## config.mk

```make
export PLATFORM = sky130hd
export DESIGN_NAME = sap_out_port
export DESIGN_NICKNAME = d
export VERILOG_FILES = /design/src/rtl/sap_out_port.sv
export SDC_FILE = /design/constraint.sdc
export NUM_CORES = 1
export LEC_CHECK = 0
export CORE_ASPECT_RATIO = 0.8
export CORE_MARGIN = 2
export CORE_UTILIZATION = 50
export DETAILED_ROUTE_END_ITERATION = 6
export HOLD_SLACK_MARGIN = 0.08
export PLACE_DENSITY = 0.74
export SLEW_MARGIN = 20
export SYNTH_ARGS = -nofsm -noshare
export SYNTH_HDL_FRONTEND = slang
export SYNTH_SLANG_ARGS = --single-unit
```

## constraint.sdc

```tcl
create_clock -name clk -period 2.1 [get_ports clk]
set_clock_uncertainty 0.2 [all_clocks]
set_input_delay 0.21 -clock clk [delete_from_list [all_inputs] [get_ports clk]]
set_output_delay 0.21 -clock clk [all_outputs]
set_load 0.005 [all_outputs]
```

## src/rtl/sap_out_port.sv

```systemverilog
// sap_out_port: captures every byte the SAP-1 OUT stage loads (lo_n low at a
// rising clk edge) into a small FIFO and hands the bytes to a host over a
// valid/ready handshake. Overflow is sticky, and the drop count saturates at 15.
//
// Ports:
//   clk, rst          clock, synchronous active-high reset
//   lo_n, out_in      output-load strobe (active low) and accumulator byte
//   m_valid, m_ready  host handshake; m_data is the head entry (0 when empty)
//   count, full,      occupancy (0..DEPTH) and its derived flags
//   empty
//   overflow,         sticky dropped-push flag and saturating drop count
//   drop_cnt
//   clr_ovf           one-cycle pulse that clears overflow and drop_cnt
//   m_parity          even parity of m_data (only with SAP_OUT_PORT_PARITY_EN)
//
// Optional feature macro: SAP_OUT_PORT_PARITY_EN adds a stored parity bit per
// entry and the m_parity output.
module sap_out_port #(
    parameter int unsigned DATA_W = 8,
    parameter int unsigned DEPTH  = 4,
    parameter int unsigned PTR_W  = 2
) (
    input  logic              clk,
    input  logic              rst,
    input  logic              lo_n,
    input  logic [DATA_W-1:0] out_in,
    output logic              m_valid,
    input  logic              m_ready,
    output logic [DATA_W-1:0] m_data,
    output logic [PTR_W:0]    count,
    output logic              full,
    output logic              empty,
    output logic              overflow,
    output logic [3:0]        drop_cnt,
`ifdef SAP_OUT_PORT_PARITY_EN
    output logic              m_parity,
`endif
    input  logic              clr_ovf
);

    localparam int unsigned CNT_W = PTR_W + 1;
`ifdef SAP_OUT_PORT_PARITY_EN
    localparam int unsigned PAR_W = 1;
`else
    localparam int unsigned PAR_W = 0;
`endif
    localparam int unsigned ENTRY_W = DATA_W + PAR_W;

    typedef enum logic {
        IDLE = 1'b0,
        HOLD = 1'b1
    } state_e;

    state_e               state_q;
    logic [ENTRY_W-1:0]   mem_q [DEPTH];
    logic [PTR_W-1:0]     wptr_q, wptr_d;
    logic [PTR_W-1:0]     rptr_q, rptr_d;
    logic [CNT_W-1:0]     count_q, count_d;
    logic                 full_q, empty_q;
    logic [ENTRY_W-1:0]   head_q, head_d;
    logic                 ovf_q, ovf_d;
    logic [3:0]           drop_q, drop_d;
    logic [ENTRY_W-1:0]   entry_in;
    logic                 push, pop, wr_en, drop;

    // Entry as stored: optional even-parity bit above the data byte.
`ifdef SAP_OUT_PORT_PARITY_EN
    assign entry_in = {^out_in, out_in};
`else
    assign entry_in = out_in;
`endif

    // Handshake decode; a push while full is only accepted if a pop frees a slot.
    always_comb begin
        push  = !lo_n;
        pop   = (state_q == HOLD) && m_ready;
        wr_en = push && (!full_q || pop);
        drop  = push && full_q && !pop;
    end

    // Next pointers, occupancy and head-of-queue value.
    always_comb begin
        wptr_d  = wptr_q;
        rptr_d  = rptr_q;
        count_d = count_q;
        head_d  = '0;
        if (wr_en) wptr_d = wptr_q + PTR_W'(1);
        if (pop)   rptr_d = rptr_q + PTR_W'(1);
        case ({wr_en, pop})
            2'b10:   count_d = count_q + CNT_W'(1);
            2'b01:   count_d = count_q - CNT_W'(1);
            default: count_d = count_q;
        endcase
        // The new head may be the byte being written this edge.
        if (count_d != '0) begin
            if (wr_en && (wptr_q == rptr_d)) head_d = entry_in;
            else                             head_d = mem_q[rptr_d];
        end
    end

    // Overflow bookkeeping; a drop in the clearing cycle restarts the count at 1.
    always_comb begin
        ovf_d  = ovf_q;
        drop_d = drop_q;
        if (drop) begin
            ovf_d = 1'b1;
            if (clr_ovf)              drop_d = 4'd1;
            else if (drop_q != 4'd15) drop_d = drop_q + 4'd1;
        end else if (clr_ovf) begin
            ovf_d  = 1'b0;
            drop_d = 4'd0;
        end
    end

    // Storage array, intentionally not reset.
    always_ff @(posedge clk) begin
        if (!rst && wr_en) mem_q[wptr_q] <= entry_in;
    end

    // Pointers, occupancy flags, registered head and overflow state.
    always_ff @(posedge clk) begin
        if (rst) begin
            wptr_q  <= '0;
            rptr_q  <= '0;
            count_q <= '0;
            full_q  <= 1'b0;
            empty_q <= 1'b1;
            head_q  <= '0;
            ovf_q   <= 1'b0;
            drop_q  <= 4'd0;
        end else begin
            wptr_q  <= wptr_d;
            rptr_q  <= rptr_d;
            count_q <= count_d;
            full_q  <= (count_d == CNT_W'(DEPTH));
            empty_q <= (count_d == '0);
            head_q  <= head_d;
            ovf_q   <= ovf_d;
            drop_q  <= drop_d;
        end
    end

    // Host-side control FSM: HOLD whenever the FIFO has something to offer.
    always_ff @(posedge clk) begin
        if (rst) begin
            state_q <= IDLE;
        end else begin
            case (state_q)
                IDLE:    if (wr_en) state_q <= HOLD;
                HOLD:    if (pop && !wr_en && (count_q == CNT_W'(1))) state_q <= IDLE;
                default: state_q <= IDLE;
            endcase
        end
    end

    assign m_valid  = (state_q == HOLD);
    assign m_data   = head_q[DATA_W-1:0];
`ifdef SAP_OUT_PORT_PARITY_EN
    assign m_parity = head_q[DATA_W];
`endif
    assign count    = count_q;
    assign full     = full_q;
    assign empty    = empty_q;
    assign overflow = ovf_q;
    assign drop_cnt = drop_q;

endmodule

```

==> Yosys cells after proc, flatten, opt, wreduce, memory -nomap -nowiden <==
Memories as Yosys holds them, arrays and structs flattened. A register that Yosys moved wholly into a read port is not among the register bits.
Index checks and enable logic that the tools add are counted.
{ "op_classes": {"add_sub_neg": 5, "mul": 0, "div": 0, "magnitude_cmp": 0, "n_eq_ne": 5, "shift": 0, "muxes": 13, "bitwise_logic": 2, "reduce_logical": 19} }
{ "ops": {"columns": ["operator", "n"], "rows": [
  ["$mux W4", 4],
  ["$logic_and A1 B1 Y1", 7],
  ["$mux W1", 6],
  ["$pmux W3 S2", 1],
  ["$logic_not A1 Y1", 5],
  ["$add A2 B1 Y2 const B", 2],
  ["$add A4 B1 Y4 const B", 1],
  ["$ne A4 B4 Y1 const B", 1],
  ["$reduce_bool A2 Y1", 2],
  ["$add A3 B1 Y3 const B", 1],
  ["$eq A3 B1 Y1 const B", 1],
  ["$eq A3 B3 Y1 const B", 1],
  ["$logic_not A3 Y1", 1],
  ["$reduce_bool A3 Y1", 1],
  ["$sub A3 B1 Y3 const B", 1],
  ["$eq A2 B1 Y1 const B", 1],
  ["$eq A2 B2 Y1 const B", 1],
  ["$mux W2", 1],
  ["$not A1 Y1", 2],
  ["$pmux W1 S2", 1],
  ["$reduce_and A2 Y1", 1],
  ["$reduce_or A2 Y1", 1],
  ["$logic_or A1 B1 Y1", 1]
]} }
{ "word_totals": {"regBits": 15, "latch_bits": 0, "ram_bits": 32, "rom_bits": 0, "in_bits": 13, "output_inout_bits": 19, "wordCells": 53, "memories": 1} }
{ "mem_list": {"columns": ["name", "depth", "word_bits", "read_ports", "rd_ports_with_merged_regs", "wr", "line_no", "rtl"], "rows": [
  ["mem_q", 4, 8, 1, 1, 1, "55", "logic [ENTRY_W-1:0] mem_q [DEPTH];"]
]} }

==> Longest topological paths before layout <==
Gate-level depths: netlist of run 1.
{ "depth": {"word_depth": 8, "mapped_depth": 11, "ltp_nobuf": 9} }

==> Worst setup path after synthesis of run 1 <==
No wires, ideal clock.
{ "synth_path": {"path_kind": "register to register", "start": "register state_q (netlist: m_valid)", "end": "register head_q[0] (netlist: m_data[0]) (read register of mem_q)", "setup_ps": 127, "arrival_time_ps": 1893, "t_required_ps": 1773, "slack_ps": -119, "stages_incl_launch_ff": 11, "path_buffers": 1, "period_less_slack_ps": 2219, "path_cell_list": "dfxtp_1 a21boi_2 nor2_1 inv_1 ha_1 buf_2 nor3b_1 o21ai_0 o211ai_1 o21bai_2 nor2_1"} }
{ "synth_between": {"elab_chain_cells": 8, "word_cells_on_any_way": 10, "cone_classes": "eq/ne (2); mux (2); bitwise (1); reduce/logical (5)"} }
{ "synth_lines": {"columns": ["item", "line_no", "rtl"], "rows": [
  ["start: declaration", "54", "state_e state_q;"],
  ["start signal: assignment", "146", "state_q <= IDLE;"],
  ["start signal: assignment", "149", "IDLE: if (wr_en) state_q <= HOLD;"],
  ["start signal: assignment", "150", "HOLD: if (pop && !wr_en && (count_q == CNT_W'(1))) state_q <= IDLE;"],
  ["$logic_and A1 B1 Y1 *", "76", "pop = (state_q == HOLD) && m_ready;"],
  ["$logic_or A1 B1 Y1 *", "77", "wr_en = push && (!full_q || pop);"],
  ["$logic_and A1 B1 Y1 *", "77", null],
  ["named net wr_en", "64", "logic push, pop, wr_en, drop;"],
  ["$eq A2 B1 Y1 / $eq A2 B2 Y1 (equally long branches)", "89", "case ({wr_en, pop})"],
  ["$pmux W3 S2 *", "89", null],
  ["$reduce_bool A3 Y1 *", "95", "if (count_d != '0) begin"],
  ["$not A1 Y1 (no source line) *", null, null],
  ["$reduce_or A2 Y1 (no source line) *", null, null],
  ["end: declaration", "60", "logic [ENTRY_W-1:0] head_q, head_d;"]
]} }
Mark *: on every way through the listed nets, which the timed path passes. The rest lies on a longest branch.
A chain may end at the register's enable or synchronous reset.

==> Final worst setup path of run 1 <==
{ "layout_path": {"start": "register full_q (netlist: full)", "end": "register head_q[3] (netlist: m_data[3]) (read register of mem_q)"} }
{ "layout_between": {"elab_chain_cells": 8, "word_cells_on_any_way": 9, "cone_classes": "eq/ne (2); mux (1); bitwise (1); reduce/logical (5)"} }
{ "layout_lines": {"columns": ["item", "line_no", "rtl"], "rows": [
  ["start: declaration", "59", "logic full_q, empty_q;"],
  ["start signal: assignment", "135", "full_q <= (count_d == CNT_W'(DEPTH));"],
  ["$logic_not A1 Y1 *", "77", null],
  ["$logic_or A1 B1 Y1 *", "77", null],
  ["$logic_and A1 B1 Y1 *", "77", null],
  ["named net wr_en", "64", null],
  ["$eq A2 B1 Y1 / $eq A2 B2 Y1 (equally long branches)", "89", null],
  ["$pmux W3 S2 *", "89", null],
  ["$reduce_bool A3 Y1 *", "95", null],
  ["$not A1 Y1 (no source line) *", null, null],
  ["$reduce_or A2 Y1 (no source line) *", null, null]
]} }
Marked as above.

==> results.json, run 1 <==
{
  "ctsHtreeMaxLevel": 2,
  "core-area_sq_um": 5090,
  "clock_latency_ns": 0.31,
  "fin_crit_ns": 2.06,
  "cp-start-kind": "flop",
  "yosysMostFrequentCell": "edfxtp_1",
  "portBuffers": 31,
  "cp-end-kind": "flop",
  "hp-class": "reg2reg",
  "leakagePower_nw": 1.28,
  "setup_tns_ns": 0,
  "synth_compound_area_share_pct": 16.4,
  "min_period_over_period_pct": 98.3,
  "post_drt_via_cell_ratio": 5.64,
  "netlist_top_cells_area": "edfxtp_1 (36%), dfxtp_1 (17%), mux2i_1 (6.7%), ha_1 (4.6%), a311o_1 (3.0%)",
  "grt_usage_pct": 19.2,
  "status": "completed",
  "maxSlewViolCount": 0,
  "cts_max_path_buffers": 2,
  "muxShareOfSynthArea_pct": 6.67,
  "power_per_cell_area_nw_per_um2": 657,
  "cts_tree": "done",
  "fillerInstances": 396,
  "rows": 23,
  "rsz0062_at_grt": "true",
  "synth_fa_ha_area_share_pct": 4.63,
  "clock-sinks": 55,
  "cp.required_ns": 2.11,
  "cp_max_fo": 6,
  "first_pass_iters": 4,
  "antennaDiodeCount": 0,
  "clock.fmax_mhz": 485,
  "netlist_area_sq_um": 2700,
  "dp_hpwl_mm": 3.93,
  "netlist_top_cells_count": "edfxtp_1 (32), dfxtp_1 (23), mux2i_1 (18)",
  "worstMarginPinSlew_ns": 0.477,
  "die_h_um": 69.7,
  "synth_edf_count": 32,
  "drc": 0,
  "yosysWarnings": 0,
  "area_growth_pct": 27.1,
  "cp.arrival_ns": 2.07,
  "root_buffer": "clkbuf_8",
  "drive_gt1_share_pct": 21.3,
  "async_reset_ff_share_pct": 0,
  "first_iter_violations": 91,
  "gr-total-overflow": 0,
  "yosysSeqAreaShare_pct": 52.6,
  "setup_violations": 0,
  "synth_top_area_share_pct": 35.6,
  "totalWireLength_mm": 5.78,
  "final_core_util_pct": 67.4,
  "syn_nets": 252,
  "synth_cell_types": 38,
  "num_vias": 1968,
  "holdBufCountCts": 0,
  "yosysTopAreaCell": "edfxtp_1",
  "grt_pass1_wl_mm": 9.03,
  "path_clk_slew_ns": 0.10,
  "synth-simple-area-share_pct": 12.0,
  "ant_nets": 0,
  "wire_per_inst_um": 16.6,
  "antenna_found_initial": 0,
  "place_congestion": 0.789,
  "synth_flop_cell": "edfxtp_1",
  "synthXorXnorAreaFrac_pct": 1.99,
  "fp.dieArea_sq_um": 6010,
  "start_util_pct": 53.0,
  "cap_violations": 0,
  "synth.avg_cell_area_sq_um": 11.8,
  "max-slew-margin-rel_pct": 68.2,
  "worstSetupPathType": "reg2reg",
  "nNetsFinal": 309,
  "vdd_drop_max_uv": 539,
  "grt_pass1_vias": 1879,
  "numCtsBuffers": 5,
  "synthCells": 229,
  "hold_viol": 0,
  "synth-seq-cells": 55,
  "ios": 32,
  "synth_top_family_by_area": "compound AO/OA/AOI/OAI gates",
  "fp.dieW_um": 86.2,
  "grt_max_degree": 30
}
-- routing by layer --
metal | GRT usage [%] | part of all wire, % | vias up
met1 | 27.8 | 50 | 946
met2 | 29.0 | 45 | 36
met3 | 4.17 | 3.3 | 10
li1 | - | - | 976
met5 | 0 | 0 | -
met4 | 5.47 | 1.6 | 0
-- placed cells by master, fill, tap and decap left out, drive strengths merged, types with 2 or more instances in the layout --
cell type,n
a21oi,7
mux2i,18
buf,34
clkbuf,6
xnor2,3
o21ai,6
clkdlybuf4s50,30
inv,15
o311ai,8
ha,10
edfxtp,32
nand2b,2
nand3,3
a211oi,10
nand4b,9
nand2,7
a311o,8
nor3,4
o31ai,2
nand3b,3
nor2b,6
nor2,16
and2,5
dfxtp,23
a22oi,8
-- kinds of logic (layout without fill, tap and decap cells) --
group / Yosys count / count (layout)
adders and majority gates: 10 / 10
DFF: 55 / 55
xor gates and xnor gates: 4 / 4
muxes: 18 / 18
and+or+nand+nor: 57 / 57
buffers and inverters: 30 / 88
AOI/OAI and AO/OA: 55 / 55
-- sequential cells by signal, summed over array words and instances (netlist names) --
| name | count |
|---|---|
| count | 3 |
| drop_cnt | 4 |
| empty | 1 |
| full | 1 |
| m_data | 8 |
| m_valid | 1 |
| mem_q | 32 |
| overflow | 1 |
| rptr_q | 2 |
| wptr_q | 2 |
-- critical path, stage by stage, from the launching register on --
cell      delay (ns)
dfxtp_2         0.34
a21boi_4        0.14
nor2_4          0.14
inv_2           0.06
ha_4            0.29
nor3b_2         0.05
o21ai_1         0.13
o211ai_1        0.14
o21bai_2        0.26
buf_6           0.17
nor2_1          0.05
-- power breakdown --
part | switching, mW | total [mW] | internal (mW)
combinational | 0.201 | 0.423 | 0.223
sequential | 0.0303 | 1.22 | 1.19
clock | 0.343 | 0.613 | 0.270
total | 0.574 | 2.25 | 1.68
-- what timing repair did --
item                       CTS  global route
gates resized for setup      1            16
setup endpoints to repair    9            10
buffers inserted             0             3
pin swaps                    0             8
hold endpoints to repair     0             0
gates cloned                 0             1
-- through the flow --
stage | power, mW | area, sq um | hold slack, ns | instances | setup WS, ns
floorplan | 1.45 | 2710 | 0.0868 | 229 | 0.0120
global placement | 1.62 | 3240 | 0.267 | 337 | -0.244
detailed placement | 1.63 | 3240 | 0.281 | 337 | -0.360
CTS | 2.24 | 3360 | 0.301 | 345 | 0.00136
global route | 2.35 | 3430 | 0.357 | 349 | -0.0573
finish | 2.25 | 3430 | 0.295 | 349 | 0.0365
-- layout make-up --
class                      instances  area, sq um  area share [%]
inverter                          15         56.3            1.64
clock buffer                       6         82.6            2.41
tap                               62         77.6            2.26
sequential                        55         1420            41.5
clock inverter                     2         16.3           0.474
multi-input combinational        144         1170            34.2
timing repair buffer              65          601            17.5
-- worst paths after layout --
| path | startpoint | endpoint | slack [ns] | depth (start not counted) |
|---|---|---|---|---|
| max | full$_SDFF_PP0_ | m_data[3]$_SDFF_PP0_ | 0.04 | 10 |
| min reg2reg | overflow$_SDFFE_PP0P_ | overflow$_SDFFE_PP0P_ | 0.30 | 2 |
| min | overflow$_SDFFE_PP0P_ | overflow$_SDFFE_PP0P_ | 0.30 | 2 |
| max reg2reg | full$_SDFF_PP0_ | m_data[3]$_SDFF_PP0_ | 0.04 | 10 |
(Power assumes the default switching activity.)
==> inputs of run 2 (changes only) <==
--- a/config.mk
+++ b/config.mk
@@ -6,11 +6,11 @@
 export NUM_CORES = 1
 export LEC_CHECK = 0
 export CORE_ASPECT_RATIO = 0.8
-export CORE_MARGIN = 2
-export CORE_UTILIZATION = 50
+export CORE_MARGIN = 10
+export CORE_UTILIZATION = 55
 export DETAILED_ROUTE_END_ITERATION = 6
 export HOLD_SLACK_MARGIN = 0.08
-export PLACE_DENSITY = 0.74
+export PLACE_DENSITY = 0.78
 export SLEW_MARGIN = 20
 export SYNTH_ARGS = -nofsm -noshare
 export SYNTH_HDL_FRONTEND = slang
==> constraint.sdc (replaced) <==
create_clock -name clk -period 1.9 [get_ports clk]
set_clock_uncertainty 0.2 [all_clocks]
set_input_delay 0.19 -clock clk [delete_from_list [all_inputs] [get_ports clk]]
set_output_delay 0.19 -clock clk [all_outputs]
set_load 0.005 [all_outputs]
==> run 2 against run 1 <==
Against the previous run:
- hold slack improved by 0.0034 ns
- combinational power increased by 9.5%
- final area decreased by 0.77%
- final cell count decreased by 1.4%
- critical path depth unchanged
==> results.json, run 2 (same netlist as run 1, synthesis figures left out) <==
{
  "status": "completed",
  "totalWireLength_mm": 5.65,
  "hold_viol": 0,
  "worstSetupPathType": "reg2reg",
  "grt_max_degree": 29,
  "cp_cell_sequence": "a21boi_4 -> nor2_4 -> inv_2 -> ha_4 -> nor3b_2 -> o21ai_1 -> o211ai_1 -> o21bai_2 -> buf_6 -> nor2_1",
  "power_per_cell_area_nw_per_um2": 718,
  "hold_path.startpoint": "overflow$_SDFFE_PP0P_",
  "place_inst": 336,
  "largest_register_ffs": 32,
  "grt_pass1_wl_mm": 9.49,
  "ctsHtreeMaxLevel": 2,
  "portBuffers": 31,
  "grt_usage_pct": 14.4,
  "timing.rr.start": "full$_SDFF_PP0_",
  "fp.dieW_um": 98.3,
  "drive_gt1_share_pct": 19.4,
  "numCtsBuffers": 5,
  "start_util_pct": 57.7,
  "gr-total-overflow": 0,
  "holdBufCountCts": 0,
  "clock-sinks": 55,
  "leakagePower_nw": 1.26,
  "antennaDiodeCount": 0,
  "vdd_drop_max_uv": 565,
  "dp_hpwl_mm": 4.04,
  "mostFrequentLayoutCells": "edfxtp_1 (32), clkdlybuf4s50_1 (30), buf_4 (26), dfxtp_1 (21), mux2i_1 (18)",
  "path_clk_slew_ns": 0.10,
  "drc": 0,
  "slowest_delay_ns": 0.33,
  "nNetsFinal": 306,
  "hp-class": "reg2reg",
  "clock.fmax_mhz": 527,
  "antenna_found_initial": 0,
  "startpoint": "full$_SDFF_PP0_",
  "place_congestion": 0.775,
  "setup_tns_ns": 0,
  "final_core_util_pct": 72.8,
  "worstMarginPinSlew_ns": 0.451,
  "cp-end-kind": "flop",
  "cap_violations": 0,
  "setup_violations": 0,
  "rows": 22,
  "fp.dieArea_sq_um": 8130,
  "post_drt_via_cell_ratio": 5.75,
  "cp_max_fo": 9,
  "cp-start-kind": "flop",
  "ant_nets": 0,
  "cp.required_ns": 1.91,
  "fin_hold_ws_ns": 0.298,
  "cts_max_path_buffers": 2,
  "min_period_over_period_pct": 99.8,
  "rsz0062_at_grt": "true",
  "cts_tree": "done",
  "crit_slowest_cell": "dfxtp_2",
  "power_mw": 2.44,
  "clock_latency_ns": 0.31,
  "core-area_sq_um": 4680,
  "max-slew-margin-rel_pct": 69.9,
  "grt_pass1_vias": 1901,
  "fin_crit_ns": 1.90,
  "layout_commonest_cell": "edfxtp_1",
  "area_growth_pct": 26.1,
  "cp_top_family": "compound AO/OA/AOI/OAI gates",
  "maxSlewViolCount": 0,
  "die_h_um": 82.7,
  "cp.arrival_ns": 1.90,
  "cp_num_buf_inv": 2,
  "largest_register": "mem_q",
  "root_buffer": "clkbuf_8",
  "fin_cells": 344,
  "wire_per_inst_um": 16.4,
  "num_vias": 1977,
  "first_iter_violations": 97,
  "ios": 32,
  "first_pass_iters": 4
}
-- run 2: cell type report --
cell class / instances / area, sq um
sequential: 55 / 1430
fill: 366 / 1270
multi-input combinational: 144 / 1170
timing repair buffer: 62 / 587
tap: 60 / 75.1
clock buffer: 5 / 68.8
inverter: 15 / 56.3
clock inverter: 3 / 20.0
-- run 2: what timing repair did --
action | 4_1_cts | 5_1_grt
pin swaps | 1 | 0
buffers inserted | 0 | 0
gates resized for setup | 6 | 1
endpoints found under the setup margin | 10 | 11
-- run 2: report_power, final --
group / switching [mW] / leakage (nW) / internal, mW
Sequential: 0.0284 / 0.479 / 1.31
Combinational: 0.216 / 0.737 / 0.247
Clock: 0.382 / 0.0418 / 0.258
-- run 2: layer usage --
layer / up-vias / global-route usage [%] / routed length (um)
li1: 966 / - / -
met4: 0 / 4.71 / 66
met3: 8 / 3.40 / 356
met5: - / 0 / 0
met1: 946 / 18.9 / 2660
met2: 57 / 22.9 / 2570
-- run 2: per-stage QoR --
stage,worst slack (ns),area [sq um]
2_1_floorplan,-0.0862,2740
3_3_place_gp,-0.387,3290
3_5_place_dp,-0.454,3290
4_1_cts,-0.00155,3400
5_1_grt,-0.125,3400
6_report,0.00377,3400
-- run 2: worst reg2reg max path, delay by kind of cell, from the launching register on --
family | cells | cell delay (ns)
AO/OA/AOI/OAI | 4 | 0.51
AND/OR/NAND/NOR | 3 | 0.25
adder cells (fa/ha/maj) | 1 | 0.30
buffers and inverters | 2 | 0.21
flip-flops | 1 | 0.33
-- run 2: path summary, 6_finish.rpt --
| path | endpoint | slack, ns | cells past startpoint |
|---|---|---|---|
| setup reg to reg | m_data[7]$_SDFF_PP0_ | 0.004 | 10 |
| hold / removal | overflow$_SDFFE_PP0P_ | 0.30 | 2 |
| setup / recovery | m_data[7]$_SDFF_PP0_ | 0.004 | 10 |
| hold reg to reg | overflow$_SDFFE_PP0P_ | 0.30 | 2 |
==> inputs of run 3 (changes only) <==
--- a/config.mk
+++ b/config.mk
@@ -6,11 +6,10 @@
 export NUM_CORES = 1
 export LEC_CHECK = 0
 export CORE_ASPECT_RATIO = 0.8
-export CORE_MARGIN = 10
-export CORE_UTILIZATION = 55
+export CORE_UTILIZATION = 50
 export DETAILED_ROUTE_END_ITERATION = 6
 export HOLD_SLACK_MARGIN = 0.08
-export PLACE_DENSITY = 0.78
+export PLACE_DENSITY = 0.72
 export SLEW_MARGIN = 20
 export SYNTH_ARGS = -nofsm -noshare
 export SYNTH_HDL_FRONTEND = slang
==> run 3 against run 2 <==
Against the previous run:
- final cell count did not move
- hold slack got worse by 0.0021 ns
- core utilization fell by 5.1 points
- non-clock buffer count fell by 2
- fmax barely moved
- clock power rose by 26%
- the flow now finishes with violations (design-rule violations)
- sequential share of layout area fell by 0.53 points
- register-to-register slack barely moved
- sequential power barely moved
- via count fell by 2.0%
- largest power group unchanged
- die area fell by 30%
- sequential cell count did not move
==> results.json, run 3 (same netlist as run 1, synthesis figures left out) <==
{
  "status": "complete, but fails checks",
  "violations": "design-rule violations",
  "die_h_um": 67.7,
  "hold_viol": 0,
  "grt_pass1_wl_mm": 9.03,
  "setup_violations": 0,
  "cp-end-kind": "flop",
  "portBuffers": 31,
  "ios": 32,
  "first_iter_violations": 99,
  "core-area_sq_um": 5090,
  "cts_tree": "done",
  "fp.dieW_um": 84.2,
  "ant_nets": 0,
  "numCtsBuffers": 5,
  "largest_register_ffs": 32,
  "cts_max_path_buffers": 2,
  "setup_tns_ns": 0,
  "cp_max_fo": 8,
  "fp.dieArea_sq_um": 5700,
  "wire_per_inst_um": 16.3,
  "cp.required_ns": 1.92,
  "fin_ws_ns": 0.00292,
  "start_util_pct": 53.0,
  "totalWireLength_mm": 5.60,
  "clock.fmax_mhz": 527,
  "leakagePower_nw": 1.27,
  "grt_pass1_vias": 1834,
  "antenna_found_initial": 0,
  "power_mw": 2.62,
  "nNetsFinal": 304,
  "ctsHtreeMaxLevel": 2,
  "largest_register": "mem_q",
  "drive_gt1_share_pct": 19.5,
  "antennaDiodeCount": 0,
  "fillerInstances": 377,
  "min_period_over_period_pct": 99.8,
  "maxSlewViolCount": 0,
  "drc": 2,
  "area_growth_pct": 27.7,
  "num_vias": 1937,
  "post_drt_via_cell_ratio": 5.63,
  "worstMarginPinSlew_ns": 0.452,
  "vdd_drop_max_uv": 420,
  "place_congestion": 0.790,
  "mostFrequentLayoutCells": "edfxtp_1 (32), clkdlybuf4s50_1 (30), buf_4 (23), dfxtp_1 (21), mux2i_1 (18)",
  "dp_hpwl_mm": 3.85,
  "fin_crit_ns": 1.90,
  "hp-class": "reg2reg",
  "cp.arrival_ns": 1.91,
  "cp-start-kind": "flop",
  "path_clk_slew_ns": 0.10,
  "rsz0062_at_grt": "true",
  "root_buffer": "clkbuf_8",
  "grt_max_degree": 34,
  "grt_usage_pct": 21.1,
  "gr-total-overflow": 0,
  "clock-sinks": 55,
  "worstSetupPathType": "reg2reg",
  "first_pass_iters": 7,
  "rows": 23,
  "clock_latency_ns": 0.31,
  "power_per_cell_area_nw_per_um2": 758,
  "max-slew-margin-rel_pct": 69.9,
  "cap_violations": 0,
  "layout_commonest_cell": "edfxtp_1",
  "dp_slack_ns": -0.447
}
## run 3: area by class of cell
| cell class | instances | area, sq um | share of cell area, % |
|---|---|---|---|
| Inverter | 15 | 56.3 | 1.63 |
| Timing Repair Buffer | 60 | 602 | 17.5 |
| Sequential cell | 55 | 1430 | 41.4 |
| Tap cell | 62 | 77.6 | 2.25 |
| Clock inverter | 3 | 46.3 | 1.34 |
| Clock buffer | 5 | 68.8 | 2.00 |
| Multi-Input combinational cell | 144 | 1170 | 34.0 |
## run 3: final timing paths
path | start | endpoint | slack, ns | cells after the start
hold / removal | overflow$_SDFFE_PP0P_ | overflow$_SDFFE_PP0P_ | 0.30 | 2
setup reg to reg | wptr_q[1]$_SDFFE_PP0P_ | m_data[5]$_SDFF_PP0_ | 0.003 | 6
hold reg to reg | overflow$_SDFFE_PP0P_ | overflow$_SDFFE_PP0P_ | 0.30 | 2
setup / recovery | wptr_q[1]$_SDFFE_PP0P_ | m_data[5]$_SDFF_PP0_ | 0.003 | 6
## run 3: what timing repair did
item                                    CTS  global route
endpoints found under the setup margin   10            10
gates resized for setup                   5             1
pin swaps                                 3             0
setup buffers                             1             0
hold buffers                              0             0
## run 3: layer usage
layer / global-route usage (%) / part of all wire (%)
met5: 0 / 0
met1: 29.0 / 50
met3: 4.65 / 3.8
met2: 32.2 / 44
met4: 9.91 / 1.8
## run 3: worst max-delay path: stages (launching register included)
cell and delay (ns):
dfxtp_1 0.47, xnor2_4 0.17, o31ai_1 0.10, buf_4 0.15, o221ai_4 0.35, mux2i_1 0.29, nor2_2 0.06
## run 3: where the power goes
group	internal, mW	switching (mW)	leakage, nW	total [mW]
Clock	0.398	0.406	0.0548	0.803
Combinational	0.250	0.218	0.733	0.468
Sequential	1.31	0.0317	0.479	1.34
Total	1.96	0.655	1.27	2.62
## run 3: per-stage QoR
step           util (%)  instances  area, sq um  hold slack (ns)
6_report           67.7        344         3450            0.296
5_1_grt            67.7        344         3450            0.328
4_1_cts            67.6        344         3450            0.301
3_5_place_dp       65.0        335         3310            0.277
3_3_place_gp       65.0        335         3310            0.274
2_1_floorplan         -        229         2740           0.0668
